[src/rtl/issue.sv]
// issue: in-order issue with register renaming, 12 reservation-station entries and an 8-entry ROB; ISSUE_TRACE_EN prints accepted issues.
// Latency: dispatch at the earliest one cycle after issue; commit_* registered, visible the cycle after the result arrives.
// Backpressure: stall (combinational) refuses a legal instruction when the ROB is full or its station class has no free entry.
module issue (
  input  logic        clk1,
  input  logic        rst_n,
  input  logic        in_valid,
  input  logic [3:0]  func,
  input  logic [3:0]  rs1,
  input  logic [3:0]  rs2,
  input  logic [3:0]  rd,
  output logic        stall,
  output logic [2:0]  issue_tag,
  input  logic        cdb_valid,
  input  logic [2:0]  cdb_tag,
  input  logic [15:0] cdb_data,
  output logic        disp_valid,
  output logic [1:0]  disp_unit,
  output logic [2:0]  disp_tag,
  output logic [3:0]  disp_op,
  output logic [15:0] disp_a,
  output logic [15:0] disp_b,
  output logic [3:0]  disp_imm,
  output logic        commit_valid,
  output logic        commit_we,
  output logic [3:0]  commit_rd,
  output logic [15:0] commit_data
);

  typedef struct packed {
    logic [15:0] value;
    logic        busy;
    logic [2:0]  tag;
  } reg_t;

  typedef struct packed {
    logic        busy;
    logic        ready;
    logic        we;
    logic [3:0]  rd;
    logic [15:0] data;
  } rob_t;

  typedef struct packed {
    logic        rdy;
    logic [2:0]  tag;
    logic [15:0] val;
  } opnd_t;

  typedef struct packed {
    logic        vld;
    logic [3:0]  op;
    logic [2:0]  tag;
    opnd_t       a;
    opnd_t       b;
    logic [3:0]  imm;
  } rs_t;

  // Unified station array: 0-2 ADD, 3-5 MUL, 6-7 BR, 8-11 LSQ, so index order is dispatch priority.
  localparam int NRS = 12;

  reg_t  bank_q [16];
  reg_t  bank_d [16];
  rob_t  rob_q  [8];
  rob_t  rob_d  [8];
  rs_t   rs_q   [NRS];
  rs_t   rs_d   [NRS];

  logic [2:0]  head_q, head_d, tail_q, tail_d;
  logic [3:0]  count_q, count_d;
  logic        commit_valid_q, commit_valid_d;
  logic        commit_we_q, commit_we_d;
  logic [3:0]  commit_rd_q, commit_rd_d;
  logic [15:0] commit_data_q, commit_data_d;

  logic        legal, is_ld, has_we, free_found, issue_fire, disp_found, commit_fire;
  logic [1:0]  tgt_unit;
  logic [3:0]  free_idx, disp_idx;
  logic [15:0] commit_val;
  opnd_t       opa, opb;
  rob_t        head_e;

  function automatic logic [1:0] unit_of(input int i);
    if (i < 3) return 2'd0;
    else if (i < 6) return 2'd1;
    else if (i < 8) return 2'd2;
    return 2'd3;
  endfunction

  // Operand lookup sees the pre-rename mapping and bypasses a same-cycle broadcast.
  function automatic opnd_t resolve(input reg_t r, input rob_t e, input logic cv,
                                    input logic [2:0] ct, input logic [15:0] cd);
    opnd_t o;
    o = '{rdy: 1'b1, tag: r.tag, val: r.value};
    if (r.busy) begin
      if (e.ready) o.val = e.data;
      else if (cv && ct == r.tag) o.val = cd;
      else o = '{rdy: 1'b0, tag: r.tag, val: 16'd0};
    end
    return o;
  endfunction

  always_comb begin
    legal  = ~func[3];
    is_ld  = (func == 4'b0100);
    has_we = (func[3:2] == 2'b00) || is_ld;
    case (func[2:1])
      2'b00:   tgt_unit = 2'd0;
      2'b01:   tgt_unit = 2'd1;
      2'b11:   tgt_unit = 2'd2;
      default: tgt_unit = 2'd3;
    endcase
    free_found = 1'b0;
    free_idx   = 4'd0;
    disp_found = 1'b0;
    disp_idx   = 4'd0;
    for (int i = 0; i < NRS; i++) begin
      if (!free_found && !rs_q[i].vld && unit_of(i) == tgt_unit) begin
        free_found = 1'b1;
        free_idx   = 4'(i);
      end
      if (!disp_found && rs_q[i].vld && rs_q[i].a.rdy && rs_q[i].b.rdy) begin
        disp_found = 1'b1;
        disp_idx   = 4'(i);
      end
    end
    stall      = in_valid && legal && (count_q == 4'd8 || !free_found);
    issue_fire = in_valid && legal && !stall;

    opa = resolve(bank_q[rs1], rob_q[bank_q[rs1].tag], cdb_valid, cdb_tag, cdb_data);
    if (is_ld) opb = '{rdy: 1'b1, tag: 3'd0, val: 16'd0};
    else opb = resolve(bank_q[rs2], rob_q[bank_q[rs2].tag], cdb_valid, cdb_tag, cdb_data);

    head_e      = rob_q[head_q];
    commit_fire = head_e.busy && (head_e.ready || (cdb_valid && cdb_tag == head_q));
    commit_val  = head_e.ready ? head_e.data : cdb_data;
  end

  always_comb begin
    bank_d         = bank_q;
    rob_d          = rob_q;
    rs_d           = rs_q;
    head_d         = head_q;
    tail_d         = tail_q;
    commit_valid_d = 1'b0;
    commit_we_d    = 1'b0;
    commit_rd_d    = 4'd0;
    commit_data_d  = 16'd0;

    if (cdb_valid) begin
      rob_d[cdb_tag].ready = 1'b1;
      rob_d[cdb_tag].data  = cdb_data;
      for (int i = 0; i < NRS; i++) begin
        if (rs_q[i].vld && !rs_q[i].a.rdy && rs_q[i].a.tag == cdb_tag)
          rs_d[i].a = '{rdy: 1'b1, tag: cdb_tag, val: cdb_data};
        if (rs_q[i].vld && !rs_q[i].b.rdy && rs_q[i].b.tag == cdb_tag)
          rs_d[i].b = '{rdy: 1'b1, tag: cdb_tag, val: cdb_data};
      end
    end

    if (disp_found) rs_d[disp_idx].vld = 1'b0;

    if (commit_fire) begin
      rob_d[head_q].busy  = 1'b0;
      rob_d[head_q].ready = 1'b0;
      commit_valid_d      = 1'b1;
      commit_we_d         = head_e.we;
      commit_rd_d         = head_e.rd;
      commit_data_d       = commit_val;
      if (head_e.we) begin
        bank_d[head_e.rd].value = commit_val;
        if (bank_q[head_e.rd].tag == head_q) bank_d[head_e.rd].busy = 1'b0;
      end
      head_d = head_q + 3'd1;
    end

    // Rename after commit so a same-cycle commit to rd cannot clear the new mapping.
    if (issue_fire) begin
      rob_d[tail_q] = '{busy: 1'b1, ready: 1'b0, we: has_we, rd: rd, data: 16'd0};
      rs_d[free_idx] = '{vld: 1'b1, op: func, tag: tail_q, a: opa, b: opb,
                         imm: (tgt_unit == 2'd2) ? rd : 4'd0};
      if (has_we) begin
        bank_d[rd].busy = 1'b1;
        bank_d[rd].tag  = tail_q;
      end
      tail_d = tail_q + 3'd1;
    end

    count_d = count_q + {3'd0, issue_fire} - {3'd0, commit_fire};
  end

  always_ff @(posedge clk1 or negedge rst_n) begin
    if (!rst_n) begin
      for (int i = 0; i < 16; i++) bank_q[i] <= '{value: 16'(i), busy: 1'b0, tag: 3'd0};
      for (int i = 0; i < 8; i++) rob_q[i] <= '0;
      for (int i = 0; i < NRS; i++) rs_q[i] <= '0;
      head_q         <= 3'd0;
      tail_q         <= 3'd0;
      count_q        <= 4'd0;
      commit_valid_q <= 1'b0;
      commit_we_q    <= 1'b0;
      commit_rd_q    <= 4'd0;
      commit_data_q  <= 16'd0;
    end else begin
      bank_q         <= bank_d;
      rob_q          <= rob_d;
      rs_q           <= rs_d;
      head_q         <= head_d;
      tail_q         <= tail_d;
      count_q        <= count_d;
      commit_valid_q <= commit_valid_d;
      commit_we_q    <= commit_we_d;
      commit_rd_q    <= commit_rd_d;
      commit_data_q  <= commit_data_d;
    end
  end

  always_comb begin
    disp_valid = disp_found;
    disp_unit  = 2'd0;
    disp_tag   = 3'd0;
    disp_op    = 4'd0;
    disp_a     = 16'd0;
    disp_b     = 16'd0;
    disp_imm   = 4'd0;
    if (disp_found) begin
      disp_unit = unit_of(int'(disp_idx));
      disp_tag  = rs_q[disp_idx].tag;
      disp_op   = rs_q[disp_idx].op;
      disp_a    = rs_q[disp_idx].a.val;
      disp_b    = rs_q[disp_idx].b.val;
      disp_imm  = rs_q[disp_idx].imm;
    end
  end

  assign issue_tag    = tail_q;
  assign commit_valid = commit_valid_q;
  assign commit_we    = commit_we_q;
  assign commit_rd    = commit_rd_q;
  assign commit_data  = commit_data_q;

`ifdef ISSUE_TRACE_EN
  always_ff @(posedge clk1) begin
    if (rst_n && issue_fire)
      $display("issue func=%b rs1=%b rs2=%b rd=%b tag=%b", func, rs1, rs2, rd, tail_q);
  end
`endif

endmodule

[config.mk]
export PLATFORM = sky130hd
export DESIGN_NAME = issue
export DESIGN_NICKNAME = d
export VERILOG_FILES = /design/src/rtl/issue.sv
export SDC_FILE = /design/constraint.sdc
export NUM_CORES = 2
export LEC_CHECK = 0
export ABC_CLOCK_PERIOD_IN_PS = 5100
export CAP_MARGIN = 0
export CELL_PAD_IN_SITES_DETAIL_PLACEMENT = 1
export CELL_PAD_IN_SITES_GLOBAL_PLACEMENT = 1
export CORE_ASPECT_RATIO = 0.75
export CORE_MARGIN = 8
export CORE_UTILIZATION = 30
export CTS_CLUSTER_SIZE = 30
export DETAILED_ROUTE_END_ITERATION = 6
export HOLD_SLACK_MARGIN = 0.03
export PLACE_DENSITY_LB_ADDON = 0.1
export RECOVER_POWER = 25
export SYNTH_ARGS = -nofsm -noshare
export SYNTH_HDL_FRONTEND = slang
export SYNTH_SLANG_ARGS = --single-unit
[constraint.sdc]
create_clock -name clk1 -period 5.1 [get_ports clk1]
set_input_delay 0.765 -clock clk1 [delete_from_list [all_inputs] [get_ports clk1]]
set_output_delay 0.765 -clock clk1 [all_outputs]
set_load 0.1 [all_outputs]
# ---- Word level (Yosys, flattened, before mapping)
# Index checks and enable logic that the tools add are counted.
# W data, S select, Z words.
dict set report totals {
  ff_bits 1160
}
dict set report op_classes {
  n_addsub 4
  magnitude_cmp 21
  n_eq_ne 36
  n_mux 178
  bitwise 12
  reduce_logical 186
}
# operator count
set ops {}
lappend ops {{$mux W320} 5}
lappend ops {{$bwmux W320} 4}
lappend ops {{$bwmux W624} 2}
lappend ops {{$mux W624} 2}
lappend ops {{$bwmux W184} 5}
lappend ops {{$mux W20} 32}
lappend ops {{$mux W184} 3}
lappend ops {{$mux W40} 12}
lappend ops {{$demux W52 S4} 2}
lappend ops {{$demux W23 S3} 5}
lappend ops {{$demux W20 S4} 4}
lappend ops {{$bmux W20 S4} 3}
lappend ops {{$bmux W52 S4} 1}
lappend ops {{$bmux W23 S3} 3}
lappend ops {{$mux W16} 9}
lappend ops {{$mux W22} 6}
lappend ops {{$logic_and A1 B1 Y1} 120}
lappend ops {{$mux W4} 27}
lappend ops {{$mux W52} 2}
lappend ops {{$mux W51} 2}
lappend ops {{$mux W23} 4}
lappend ops {{$eq A3 B3 Y1} 28}
lappend ops {{$logic_not A1 Y1} 60}
lappend ops {{$mux W1} 32}
lappend ops {{24 further kinds} 64}

# ---- Depth between registers and ports, before layout
dict set report depth {
  ltp_word 67
  ltp_mapped 14
  mapped_depth_nobuf 11
}

# ---- Worst setup path after synthesis
# Ideal clock, no wire load.
dict set report synth_path {
  path_type {register to output}
  startpoint {register rs_q[623] in the netlist's numbering}
  endpoint {output disp_a[13]}
  t_arrival_ns 5.014
  t_required_ns 4.335
  slack_ns -0.679
  path_stages_with_launch 12
  path_cell_list {dfrtp_1 > nand3_1 > nand4_1 > or3_1 > or2_2 > clkbuf_1 > o31ai_1 > buf_2 > buf_2 > buf_2 > nand2_1 > a311oi_1}
}
dict set report synth_via {
  elab_chain_len 63
  word_cells_on_any_way 74
  classes_between {27 x mux; 1 x bitwise; 46 x reduce/logical}
}
# element line_no
set synth_lines {}
lappend synth_lines {{from (decl)} 66} ;# rs_t rs_q [NRS];
lappend synth_lines {{from (signal assigned)} 207} ;# rs_q <= rs_d;
lappend synth_lines {{$logic_and A1 B1 Y1 (*) (2 in a row)} 122} ;# if (!disp_found && rs_q[i].vld && rs_q[i].a.rdy && rs_q[i].b.rdy) begin
lappend synth_lines {{$mux W1 (*)} 122}
lappend synth_lines {{$logic_not A1 Y1} 122}
lappend synth_lines {{$logic_and A1 B1 Y1 (3 in a row)} 122}
lappend synth_lines {{$mux W1} 122}
lappend synth_lines {{$logic_not A1 Y1} 122}
lappend synth_lines {{$logic_and A1 B1 Y1 (3 in a row)} 122}
lappend synth_lines {{$mux W1} 122}
lappend synth_lines {{(+39 left out)} -}
lappend synth_lines {{$mux W1} 122}
lappend synth_lines {{$logic_not A1 Y1} 122}
lappend synth_lines {{$logic_and A1 B1 Y1 (3 in a row)} 122}
lappend synth_lines {{$mux W4} 122}
lappend synth_lines {{$not A4 Y5 (implied by the code)} 230} ;# disp_a = rs_q[disp_idx].a.val;
lappend synth_lines {{$bmux W52 S4} 230}
lappend synth_lines {{$mux W51 (2 in a row)} -}
lappend synth_lines {{$mux W16 (*)} 226} ;# if (disp_found) begin
lappend synth_lines {{to (decl)} 21} ;# output logic [15:0] disp_a,
# Mark *: on every way between the ends. The rest lies on a longest branch, timed or not. The select of a mux whose other input is x is not followed.

# ---- Worst setup path in the final report
dict set report layout_path {
  startpoint {register rs_q[595] in the netlist's numbering}
  endpoint {output disp_b[13]}
}
dict set report layout_via {
  elab_chain_len 62
  word_cells_on_any_way 73
  classes_between {27 x mux; 1 x bitwise; 45 x reduce/logical}
}
# element line_no
set layout_lines {}
lappend layout_lines {{$logic_and A1 B1 Y1 (*)} 122}
lappend layout_lines {{$mux W1 (*)} 122}
lappend layout_lines {{$logic_not A1 Y1} 122}
lappend layout_lines {{$logic_and A1 B1 Y1 (3 in a row)} 122}
lappend layout_lines {{$mux W1} 122}
lappend layout_lines {{$logic_not A1 Y1} 122}
lappend layout_lines {{$logic_and A1 B1 Y1 (3 in a row)} 122}
lappend layout_lines {{$mux W1} 122}
lappend layout_lines {{(+39 left out)} -}
lappend layout_lines {{$mux W1} 122}
lappend layout_lines {{$logic_not A1 Y1} 122}
lappend layout_lines {{$logic_and A1 B1 Y1 (3 in a row)} 122}
lappend layout_lines {{$mux W4} 122}
lappend layout_lines {{$not A4 Y5 (implied by the code)} 231} ;# disp_b = rs_q[disp_idx].b.val;
lappend layout_lines {{$bmux W52 S4} 231}
lappend layout_lines {{$mux W51 (2 in a row)} -}
lappend layout_lines {{$mux W16 (*)} 226}
lappend layout_lines {{to (decl)} 22} ;# output logic [15:0] disp_b,
# Marks and branches as above.

==> results.toml <==
[pwr]
max-vdd-ir-drop_uv = 422.8
power_frac_seq = 0.288
power.combinational.fraction = 0.505
power.leakage_nw = 31.96
cellInternalPower_w = 0.02780
power_switching_share = 0.4591
power_density_over_the_cells_nw_per_um2 = 691.0
power.clock.fraction = 0.207
power_spent_charging_and_discharging_nets_w = 0.02359

[timing]
final-hold-violation-count = 0
post-route-period-util = 0.9731
rsz0062_at_grt = "false"
setup_viol_count_final = 0
maxSlewHeadroom = -1.007
worst_slew_pin_slew_ns = 3.011
fin_setup_tns_ns = 0
maxClockFrequency_mhz = 201.5
number_of_pins_exceeding_their_max_slew_limit_in_the_final_report = 168
finClkSkew_ns = 0.05141
timing.final.crit_period_ns = 4.963

[layout]
area_growth_syn_to_layout_pct = 18.13
nets = 6278
fin_util = 0.3568
layout-drive-gt1-share = 0.2474

[critical_path]
launching_point_of_the_worst_reg2reg_path = "head_q[1]$_DFFE_PN0P_"
cp-end-kind = "output pin"
startpoint_type = "register"
path_cells = "nand3_1, nand4_1, or3_4, or2_4, o31ai_4, buf_12, bufbuf_16, nand2_1, a32oi_1, nand4_1, a31oi_4, buf_12"
critical_path_arrival_ns = 4.20
startpoint = "rs_q[595]$_DFF_PN0_"
rr_endpoint = "bank_q[310]$_DFFE_PN0P_"
cp_data_required_time_ns = 4.34
worstRegToRegCells = 9
path_max_fanout = 14
path_class = "reg -> out"
worst-r2r-setup-slack_ns = 0.37
worst_setup_path_endpoint = "disp_b[13]"
critPathSlowestCell = "dfrtp_1"
max_stage_delay_ns = 0.46

[clock_network]
master_cell_of_the_clock_root_buffer = "clkbuf_16"
clock_sink_count = 1160
clockBufferDepth = 4
clkLatencyLatePin_ns = 0.82
cts-buffers-inserted = 147
htreeDepth = 4
clk_pin_slew_worst_paths_ns = 0.06
cts_tree = "yes"

[route]
routed-via-count = 51197
firstDrtPassIters = 5
routed_wl_mm = 287.0
remaining_drc_errors = 0
route.antenna.remaining_nets = 0
average_wire_length_per_cell_after_detail_routing_um = 31.40
initialDrtViolationCount = 4658
route.detailed.vias_per_inst = 5.600

[synthesis]
netlist_instances = 6199
yosysTopAreaCellShare = 0.4483
yosys.area.top_type = "dfrtp_1"
synthesis.nets = 6246
post_synth_instance_area_um2 = 62960
synth_flop_cell = "dfrtp_1"
ys_seq_area_frac = 0.4617
post_synth.cell_area_avg_um2 = 10.16
synth_seq_cells = 1160
synth.distinct_cells = 81
ys_async_sr_fraction = 1.000
synth-edff-count = 0
yosys_warnings = 0
yosys-top-cells-area = "dfrtp_1, mux4_2, mux2_2"

[place]
place_hpwl_mm = 182.0
port-buffer-count = 110
finalWeightedCongestion = 0.8400

[die]
core_um2 = 208500
ioPinCount = 111
chipHeight_um = 412.7
design.die.area_um2 = 224900
rows = 145
die_w_um = 545.0
start_util = 0.3020

[grt]
grt_use_met2 = 0.3740
grt_peak_use_layer = "met1"
antenna_found_initial = 27
grt_start_max_net_pins = 129
globalRoute.totalOverflow = 0
grtUsageMet1 = 0.3824
globalRouteMet3Util = 0.03967
grt_use_total = 0.2515
grt_pass1_vias = 52846
grt_pass1_wl_mm = 413.1

[outcome]
violations = "capacitance limit, slew limit"
outcome = "finished with violations"

[min_path]
hold_path_class = "reg -> reg"
worstHoldStart = "rs_q[49]$_DFFE_PN0P_"

[flow_run]
cap_viol_max_count = 4
[power by group through the flow]
stage	logic (W)	registers (W)	clock network [W]
global placement	0.0250	0.0147	0
detailed placement	0.0253	0.0148	0
CTS	0.0259	0.0147	0.0109
finish	0.0260	0.0148	0.0106
global route	0.0276	0.0152	0.0113
floorplan	0.0150	0.0142	0
[cells by family (layout without fill, tap and decap cells)]
group | Yosys count | after routing | share of synthesized area
flip-flops | 1160 | 1160 | 0.4617
AND/OR/NAND/NOR | 2125 | 2125 | 0.1488
XOR/XNOR | 89 | 89 | 0.01238
multiplexers | 1059 | 1059 | 0.2272
adder cells (fa/ha/maj) | 8 | 8 | 0.001709
AO/OA/AOI/OAI | 1150 | 1151 | 0.1091
buffers and inverters | 608 | 741 | 0.03907
other | 0 | 16 | 0
[layer usage]
layer	share of wire	up-vias
met4	0.023	6
met5	0.00014	-
li1	-	21995
met2	0.43	1568
met3	0.061	377
met1	0.49	27251
[how the worst min path moves through the flow]
stage	endpoint	cells after the start
final	rs_q[49]$_DFFE_PN0P_	1
after global routing	rs_q[49]$_DFFE_PN0P_	1
after CTS	rs_q[49]$_DFFE_PN0P_	1
after detailed placement	rs_q[49]$_DFFE_PN0P_	1
after global placement	rs_q[101]$_DFFE_PN0P_	1
after floorplan	rs_q[101]$_DFFE_PN0P_	1
[through the flow]
| stage | setup WS (ns) | hold slack [ns] | area, µm² | std cells | power, W |
|---|---|---|---|---|---|
| after floorplan | 0.1299 | 0.4346 | 63160 | 6199 | 0.02923 |
| after global placement | 0.2590 | 0.4514 | 69240 | 8859 | 0.03973 |
| after detailed placement | 0.3472 | 0.4521 | 69270 | 8860 | 0.04015 |
| after CTS | 0.00006972 | 0.4689 | 74310 | 9120 | 0.05156 |
| final | 0.1372 | 0.4614 | 74380 | 9142 | 0.05140 |
| after global routing | 0.0004383 | 0.4755 | 74350 | 9132 | 0.05400 |
[area by class of cell]
cell class	instances	area, µm²
clock inverter	38	406.6
tap	2793	3495
inverter	34	127.6
fill	22818	134100
multi-input combinational	4432	32220
clock buffer	213	4332
antenna	16	40.04
timing repair buffer	456	4678
sequential	1160	29080
[repair_timing]
action / 4_1_cts / 5_1_grt
endpoints found under the setup margin: 33 / 41
endpoints found under the hold margin: 63 / 0
hold buffers: 1 / 0
gates resized for setup: 25 / 8
buffers inserted: 4 / 6
gates cloned: 4 / 0
pin swaps: 3 / 0
[layout by cell type (no fill, tap or decap), types with 16 or more instances in the layout]
master and count:
a211oi_1 134, a21oi_1 389, a21oi_2 18, a31oi_1 18, a32o_1 16, and2_1 84
buf_12 87, buf_2 23, buf_4 290, clkbuf_1 33, clkbuf_16 151, clkbuf_8 32
clkdlybuf4s50_1 35, clkinv_2 25, dfrtp_1 1121, dfstp_2 32, diode_2 16, inv_1 29
mux2_2 455, mux2i_1 348, mux4_2 250, nand2_1 1259, nand2b_1 32, nand3_1 310
nand4_1 17, nor2_1 114, nor2b_1 144, nor3_1 23, nor3_2 40, nor4_2 24
o21ai_0 350, o21ai_1 56, xnor2_1 39, xor2_1 50
[flip-flops by register name (all words and copies together) (netlist names)]
signal        flops
rs_q            624
bank_q          320
issue_tag         3
commit_rd         4
count_q           4
head_q            3
commit_valid      1
rob_q           184
commit_data      16
commit_we         1
[critical path, delay by kind of cell (launching register included)]
| family | cells | cell delay (ns) |
|---|---|---|
| buffers and inverters | 3 | 0.72 |
| and+or+nand+nor | 6 | 1.30 |
| DFF | 1 | 0.46 |
| AOI/OAI and AO/OA | 3 | 0.87 |
[cell usage after synthesis (8+ instances only)]
cell type	n
nand2_1	1267
dfrtp_1	1128
mux2_2	455
clkbuf_1	449
a21oi_1	394
o21ai_0	352
mux2i_1	351
nand3_1	315
mux4_2	250
nor2b_1	144
a211oi_1	134
nor2_1	124
and2_1	87
nor3_1	68
buf_2	64
o21ai_1	56
xor2_1	50
buf_1	42
xnor2_1	39
dfstp_2	32
nand2b_1	32
inv_1	30
nor4_1	24
a31oi_1	23
a32o_1	17
nand4_1	17
a21oi_2	16
a221oi_1	15
a22oi_2	15
and3_1	15
o22ai_1	15
a22oi_1	14
buf_4	12
a21o_1	11
o221ai_1	11
o211ai_1	9
o21ai_2	9
a211o_1	8
a32oi_1	8
Power figures use the tool's default switching activity.
